## src/rtl/memory_types_pkg.sv

```systemverilog
// Shared memory-subsystem types: arbiter FSM states and transaction owner.
package memory_types_pkg;

   typedef enum logic [1:0] {
      IDLE   = 2'd0,
      ACCESS = 2'd1,
      WAIT   = 2'd2,
      RESP   = 2'd3
   } arb_state_t;

   typedef enum logic {
      OWN_I = 1'b0,
      OWN_D = 1'b1
   } owner_t;

endpackage

```

## src/rtl/mem_arbiter.sv

```systemverilog
// Two-requester arbiter in front of a single-port fixed-latency memory.
// Data requests win ties, with a streak limit so instruction fetch cannot starve.
module mem_arbiter
   import memory_types_pkg::*;
#(
   parameter int ADDR_W         = 64,
   parameter int DATA_W         = 64,
   parameter int MEM_LATENCY    = 1,
   parameter int MAX_DATA_BURST = 4
) (
   input  logic              clk,
   input  logic              reset,
   input  logic              i_req,
   input  logic [ADDR_W-1:0] i_addr,
   output logic              i_ready,
   output logic              i_rvalid,
   output logic [DATA_W-1:0] i_rdata,
   input  logic              d_req,
   input  logic              d_we,
   input  logic [ADDR_W-1:0] d_addr,
   input  logic [DATA_W-1:0] d_wdata,
   output logic              d_ready,
   output logic              d_rvalid,
   output logic [DATA_W-1:0] d_rdata,
   output logic              mem_en,
   output logic              mem_we,
   output logic [ADDR_W-1:0] mem_addr,
   output logic [DATA_W-1:0] mem_wdata,
   input  logic [DATA_W-1:0] mem_rdata,
   output logic              busy
);

   localparam int STREAK_W = $clog2(MAX_DATA_BURST + 1);
   localparam logic [STREAK_W-1:0] STREAK_MAX = STREAK_W'(MAX_DATA_BURST);

   arb_state_t          state_reg, state_next;
   owner_t              owner_reg, owner_next;
   logic                we_reg, we_next;
   logic [ADDR_W-1:0]   addr_reg, addr_next;
   logic [DATA_W-1:0]   wdata_reg, wdata_next;
   logic [3:0]          wait_cnt_reg, wait_cnt_next;
   logic [STREAK_W-1:0] streak_reg, streak_next;
   logic                grant_d;
   logic                in_access;
   logic                in_resp;

   // Fetch overrides data only once data has used up its streak while fetch waited.
   assign grant_d = d_req && !(i_req && (streak_reg == STREAK_MAX));

   always_comb begin
      state_next    = state_reg;
      owner_next    = owner_reg;
      we_next       = we_reg;
      addr_next     = addr_reg;
      wdata_next    = wdata_reg;
      wait_cnt_next = wait_cnt_reg;
      streak_next   = streak_reg;
      case (state_reg)
         IDLE: begin
            if (!i_req) begin
               streak_next = '0;
            end
            if (i_req || d_req) begin
               state_next = ACCESS;
               if (grant_d) begin
                  owner_next = OWN_D;
                  we_next    = d_we;
                  addr_next  = d_addr;
                  wdata_next = d_wdata;
                  if (i_req && (streak_reg != STREAK_MAX)) begin
                     streak_next = streak_reg + 1'b1;
                  end
               end else begin
                  owner_next  = OWN_I;
                  we_next     = 1'b0;
                  addr_next   = i_addr;
                  wdata_next  = '0;
                  streak_next = '0;
               end
            end
         end
         ACCESS: begin
            if (MEM_LATENCY > 1) begin
               state_next    = WAIT;
               wait_cnt_next = 4'(MEM_LATENCY - 2);
            end else begin
               state_next = RESP;
            end
         end
         WAIT: begin
            if (wait_cnt_reg == 4'd0) begin
               state_next = RESP;
            end else begin
               wait_cnt_next = wait_cnt_reg - 4'd1;
            end
         end
         RESP: begin
            state_next = IDLE;
         end
         default: begin
            state_next = IDLE;
         end
      endcase
   end

   always_ff @(posedge clk) begin
      if (reset) begin
         state_reg    <= IDLE;
         owner_reg    <= OWN_I;
         we_reg       <= 1'b0;
         addr_reg     <= '0;
         wdata_reg    <= '0;
         wait_cnt_reg <= '0;
         streak_reg   <= '0;
      end else begin
         state_reg    <= state_next;
         owner_reg    <= owner_next;
         we_reg       <= we_next;
         addr_reg     <= addr_next;
         wdata_reg    <= wdata_next;
         wait_cnt_reg <= wait_cnt_next;
         streak_reg   <= streak_next;
      end
   end

   assign in_access = (state_reg == ACCESS);
   assign in_resp   = (state_reg == RESP);

   assign mem_en    = in_access;
   assign mem_we    = in_access && we_reg;
   assign mem_addr  = in_access ? addr_reg : '0;
   assign mem_wdata = in_access ? wdata_reg : '0;

   assign i_ready  = in_access && (owner_reg == OWN_I);
   assign d_ready  = in_access && (owner_reg == OWN_D);
   assign i_rvalid = in_resp && (owner_reg == OWN_I);
   assign d_rvalid = in_resp && (owner_reg == OWN_D);

   // Stores complete with zero data so the requester never sees stale memory output.
   assign i_rdata = i_rvalid ? mem_rdata : '0;
   assign d_rdata = (d_rvalid && !we_reg) ? mem_rdata : '0;

   assign busy = (state_reg != IDLE);

endmodule
```

## config.mk

```make
export PLATFORM = sky130hd
export DESIGN_NAME = mem_arbiter
export DESIGN_NICKNAME = d
export VERILOG_FILES = /design/src/rtl/memory_types_pkg.sv /design/src/rtl/mem_arbiter.sv
export SDC_FILE = /design/constraint.sdc
export NUM_CORES = 1
export LEC_CHECK = 0
export CAP_MARGIN = 40
export CORE_AREA = 2 2 204 206
export CTS_CLUSTER_DIAMETER = 80
export DETAILED_ROUTE_END_ITERATION = 12
export DIE_AREA = 0 0 206 208
export GPL_TIMING_DRIVEN = 1
export PLACE_DENSITY = 0.49
export RECOVER_POWER = 25
export SLEW_MARGIN = 40
export SYNTH_ARGS = -nofsm -noshare
export SYNTH_HDL_FRONTEND = slang
export SYNTH_SLANG_ARGS = --single-unit
```

## constraint.sdc

```tcl
create_clock -name clk -period 4.3 [get_ports clk]
set_input_delay 0.645 -clock clk [delete_from_list [all_inputs] [get_ports clk]]
set_output_delay 0.645 -clock clk [all_outputs]
set_load 0.02 [all_outputs]
```

==> results of run 1 <==
## worst paths after layout
| check | startpoint | end | depth (start not counted) |
|---|---|---|---|
| max | i_req | addr_reg[37]$_SDFFE_PP0P_ | 5 |
| min | wdata_reg[23]$_SDFFE_PP0P_ | wdata_reg[23]$_SDFFE_PP0P_ | 2 |
| max reg2reg | streak_reg[0]$_SDFFE_PP0P_ | addr_reg[37]$_SDFFE_PP0P_ | 6 |
| min reg2reg | wdata_reg[23]$_SDFFE_PP0P_ | wdata_reg[23]$_SDFFE_PP0P_ | 2 |
## final cells by class
class,instances,area [um2]
fill,4295,26800
timing repair buffer,538,5380
multi-input combinational,694,4280
sequential,139,2780
tap,532,666
clock buffer,17,425
clock inverter,15,141
inverter,9,36.3
antenna,10,25.0
## Yosys cell counts
cell type / count
dfxtp_1: 139
nor2_1: 133
and2_1: 261
buf_1: 4
a32oi_1: 65
or4_1: 1
xnor2_1: 1
nand3_1: 66
a22oi_1: 1
nor3b_1: 1
o32a_1: 1
o21ai_0: 36
o21ai_1: 31
buf_2: 30
ha_1: 7
nor2b_1: 3
clkinv_1: 1
clkbuf_1: 70
a21oi_1: 4
or3_1: 1
mux2_2: 1
o21a_1: 1
o211ai_1: 1
nand4_1: 1
buf_4: 4
mux2i_1: 1
a211oi_1: 2
nand2b_1: 2
a311oi_1: 65
and3_1: 1
xor2_1: 2
inv_1: 8
nand2_1: 4
or3b_2: 1
## worst max-delay path, cell delays in order
cell           delay (ps)
dlygate4sd3_1         660
nand3_1               690
clkbuf_2             1310
nand3_1               220
a311oi_1              310
## routing by layer
| layer | routed length, um | vias to the layer above | part of all wire (%) |
|---|---|---|---|
| met5 | 13 | - | 0.034 |
| met4 | 1060 | 2 | 2.7 |
| met3 | 3210 | 48 | 8.3 |
| met2 | 19400 | 372 | 50 |
| met1 | 15000 | 4059 | 39 |
| li1 | - | 4223 | - |
## layout by cell type (no fill, tap or decap), types with 2 or more instances in the layout
| master | n |
|---|---|
| a211oi_1 | 2 |
| a21oi_1 | 4 |
| a311oi_1 | 65 |
| a32oi_1 | 65 |
| and2_1 | 259 |
| buf_12 | 2 |
| buf_4 | 9 |
| clkbuf_16 | 17 |
| clkbuf_2 | 3 |
| clkdlybuf4s50_1 | 519 |
| clkinv_4 | 2 |
| clkinvlp_4 | 6 |
| dfxtp_1 | 139 |
| diode_2 | 10 |
| dlygate4sd3_1 | 2 |
| ha_1 | 6 |
| inv_1 | 8 |
| inv_6 | 5 |
| nand2_1 | 4 |
| nand2b_1 | 2 |
| nand3_1 | 66 |
| nor2_1 | 133 |
| nor2b_4 | 2 |
| o21ai_0 | 36 |
| o21ai_1 | 30 |
| xor2_1 | 2 |
## report_power, final
group	total (mW)	internal, mW	switching, mW
clock network	1.47	0.804	0.663
registers	1.54	1.46	0.0816
logic	1.58	0.747	0.837
total	4.59	3.01	1.58
## kinds of logic (layout without fill, tap and decap cells)
group / count (synthesis) / after routing / synth area share [%]
compound gates: 207 / 207 / 20.5
fa+ha+maj: 7 / 7 / 1.17
flops: 139 / 139 / 37.1
xor+xnor: 3 / 3 / 0.350
buf+inv: 117 / 579 / 6.55
simple gates: 475 / 475 / 34.0
mux: 2 / 2 / 0.284
other cells: 0 / 10 / 0
## per-stage QoR
stage	area [um2]	setup WS [ps]	hold WS, ps	instances
after floorplan	7500	2130	446	950
after global routing	13700	407	496	1954
after CTS	13700	692	484	1943
after detailed placement	13100	1200	467	1911
after global placement	13100	1320	458	1911
final	13700	709	478	1954
==> flow_summary.ini, run 1 <==
[outcome]
status = finished with violations
violations = max-capacitance violations, max-slew violations

[worst_setup_path]
endpoint_kind = flip-flop
worstPathRequired_ps = 4650
r2r_slack_ps = 920
startpoint_type = primary input
crit_path_max_fanout = 69
arrival_ps = 3940
worstSetupPathType = primary input to flip-flop

[clock_tree]
post-cts-setup-buffers = 0
cts_sinks = 139
cts-hold-fix-buffers = 0
numCtsBuffers = 17
cts_resized = 0
clk_pin_slew_ps = 60
h-tree-depth = 4
cts_tree = built
cts_buffer_depth = 2
cts_root_buffer = clkbuf_16
clkLatencyLatePin_ps = 440

[grt]
busiest_layer = met2
grt_util_met1_pct = 19.7
antenna_found_initial = 14
grt_first_pass_wirelength_um = 55900
use_met2_pct = 29.8
groute.usage.overall_pct = 17.3
grt_max_degree = 77
grt_pass1_vias = 8477
overflow = 0
grt_use_met3_pct = 5.55

[logic_synthesis]
ys_seq_area_share_pct = 37.1
yosys.area.top_type_share_pct = 37.1
synth_nets = 1218
synth_cell_types = 34
ys_seq_elements = 139
synth_top_cell_by_area = dfxtp_1
netlist_instances = 950
ys_top_cells_by_area = dfxtp_1 (37%), and2_1 (22%), a311oi_1 (7.6%)
synth_area_um2 = 7500
syn_area_per_cell_um2 = 7.90
ys_warn_count = 0

[route]
vias = 8704
finalWirelength_um = 38700
wl_per_cell_um = 19.8
drt_first_iter_violations = 455
vias_per_cell = 4.45
dr.pass1.iters = 5
drc = 0
ant_nets = 0

[sta]
period_share_pct = 83.5
worst-slew-pin-transition_ps = 1690
setup_violations = 0
drv_slew = 137
min_period_ps = 3590
clock.fmax_ghz = 0.278
rsz0062_at_grt = no
timing_hold_violations_final = 0
tns_ps = 0
finClkSkew_ps = 11.8
maxSlewHeadroom_pct = -12.5

[layout]
final_util_pct = 33.9
layout-area-overhead-vs-synth_pct = 83.1
layout-drive-gt1-share_pct = 4.18
final_nets = 1667

[placed_design]
portBuffers = 523
finalWeightedCongestion = 0.882
dp_hpwl_um = 28400

[pwr]
ir_drop_mv = 0.260
power_density_nw_per_um2 = 335
p_total_mw = 4.59
leakage_nw = 4.90

[worst_hold_path]
hold_class = flip-flop to flip-flop

[floorplan]
core_um2 = 40600
dieArea_um2 = 42800
fp.dieW_um = 206
start_util_pct = 18.5
io_pins = 524
fp.dieH_um = 208
rows = 74

[flow_run]
cap_viol_max_count = 2
Note: power is estimated with default switching activity, not from simulation.
==> run 2, diff against run 1 <==
==> constraint.sdc (replaced) <==
create_clock -name clk -period 3.55 [get_ports clk]
set_input_delay 0.5325 -clock clk [delete_from_list [all_inputs] [get_ports clk]]
set_output_delay 0.5325 -clock clk [all_outputs]
set_load 0.02 [all_outputs]
==> flow_summary.ini, run 2 (synthesized netlist as in run 1, its figures left out) <==
[outcome]
status = finished with violations
violations = max-capacitance violations, max-slew violations

[route]
drc = 0
dr.pass1.iters = 4
ant_nets = 0
vias = 8666
finalWirelength_um = 38800
wl_per_cell_um = 19.8
drt_first_iter_violations = 365
vias_per_cell = 4.41

[clock_tree]
cts_tree = built
post-cts-setup-buffers = 0
cts_resized = 0
clk_pin_slew_ps = 70
numCtsBuffers = 17
cts-hold-fix-buffers = 0
cts_buffer_depth = 2
cts_root_buffer = clkbuf_16
h-tree-depth = 4
cts_sinks = 139
clkLatencyLatePin_ps = 440

[grt]
grt_first_pass_wirelength_um = 56000
antenna_found_initial = 17
grt_max_degree = 80
grt_pass1_vias = 8686
overflow = 0
groute.usage.overall_pct = 17.4

[layout]
final_util_pct = 34.2
final_nets = 1673
final_common_cell = clkdlybuf4s50_1
final_cells = 1964
final_cell_mix = clkdlybuf4s50_1 (521), and2_1 (260), dfxtp_1 (139), nor2_1 (133)
fin_area_um2 = 13900
layout-area-overhead-vs-synth_pct = 85.1
layout-drive-gt1-share_pct = 4.51

[sta]
tns_ps = 0
maxSlewHeadroom_pct = -2.60
setup_violations = 0
timing_hold_violations_final = 0
period_share_pct = 88.3
drv_slew = 67
clock.fmax_ghz = 0.319
whs_ps = 479
min_period_ps = 3130
worst-slew-pin-transition_ps = 1540
rsz0062_at_grt = no
finClkSkew_ps = 9.18

[pwr]
power_density_nw_per_um2 = 418
p_int_mw = 3.88
p_sw_mw = 1.92
power_frac_seq_pct = 32.2
comb_power_share_pct = 33.4
leakage_nw = 4.97
pwr-share-clk_pct = 34.4
netSwitchingFraction_pct = 33.1
ir_drop_mv = 0.319

[floorplan]
fp.dieW_um = 206
fp.dieH_um = 208
start_util_pct = 18.5
rows = 74
dieArea_um2 = 42800
core_um2 = 40600
io_pins = 524

[worst_setup_path]
crit_path_max_fanout = 30
critical_path.startpoint = state_reg[0]$_SDFFE_PP0P_
r2r-start = state_reg[1]$_SDFFE_PP0P_
endpoint_kind = primary output
arrival_ps = 2600
worstSetupPathType = flip-flop to primary output
startpoint_type = flip-flop
worstPathRequired_ps = 3020

[worst_hold_path]
min_from = wdata_reg[17]$_SDFFE_PP0P_
hold_class = flip-flop to flip-flop

[flow_run]
cap_viol_max_count = 1

[placed_design]
finalWeightedCongestion = 0.885
dpl_cell_area_um2 = 13200
place_inst = 1918
portBuffers = 523
dp_hpwl_um = 28600
run 2: changes by cell type in the layout (fill, tap and decap cells not counted), sizes merged:
cell	previous run	this run
diode	10	14
clkbuf	20	21
bufinv	1	4
dlygate4sd3	2	0
clkinvlp	6	3
buf	14	19
clkdlybuf4s50	519	521
run 2: worst paths after layout:
kind                                                   end  slack (ps)  cells after the start
worst max-delay path                           d_rdata[45]         420                      6
worst max register to register   addr_reg[24]$_SDFFE_PP0P_         570                      6
worst min register to register  wdata_reg[17]$_SDFFE_PP0P_         480                      2
worst min-delay path            wdata_reg[17]$_SDFFE_PP0P_         480                      2
run 2: cell type report:
| type | count | area (um2) |
|---|---|---|
| fill | 4337 | 26700 |
| timing repair buffer | 544 | 5450 |
| multi-input combinational | 694 | 4280 |
| sequential | 139 | 2780 |
| tap | 532 | 666 |
| clock buffer | 17 | 425 |
| clock inverter | 15 | 211 |
| antenna | 14 | 35.0 |
| inverter | 9 | 33.8 |
run 2: worst max-delay path: stages (launching register included):
cell and delay [ps]:
dfxtp_1 400, ha_1 210, and2_1 160, nor2b_4 320
buf_4 300, and2_1 170, clkdlybuf4s50_1 600
run 2: power groups by stage:
stage / clock network [mW] / logic, mW / registers, mW
3_3_place_gp: 0 / 1.96 / 1.89
3_5_place_dp: 0 / 1.96 / 1.90
4_1_cts: 2.07 / 1.97 / 1.87
2_1_floorplan: 0 / 1.02 / 1.87
6_report: 1.99 / 1.94 / 1.87
5_1_grt: 2.13 / 2.10 / 1.89
run 2: per-layer routing:
metal	up-vias	track usage, %	share of wire, %
met1	4024	19.3	39
met5	-	0	0.036
li1	4243	-	-
met3	53	5.44	7.9
met4	2	10.4	3.9
met2	344	29.1	49
run 2: per-stage QoR:
stage / worst slack, ps / total power, mW
floorplan: 1490 / 2.89
global route: 201 / 6.13
global placement: 934 / 3.85
CTS: 358 / 5.91
detailed placement: 857 / 3.87
finish: 416 / 5.80
==> run 3, diff against run 2 <==
--- a/config.mk
+++ b/config.mk
@@ -13,7 +13,6 @@
 export GPL_TIMING_DRIVEN = 1
 export PLACE_DENSITY = 0.49
 export RECOVER_POWER = 25
-export SLEW_MARGIN = 40
 export SYNTH_ARGS = -nofsm -noshare
 export SYNTH_HDL_FRONTEND = slang
 export SYNTH_SLANG_ARGS = --single-unit
==> results of run 3 <==
No change in the layout: final DEF, timing and power equal those of run 2.
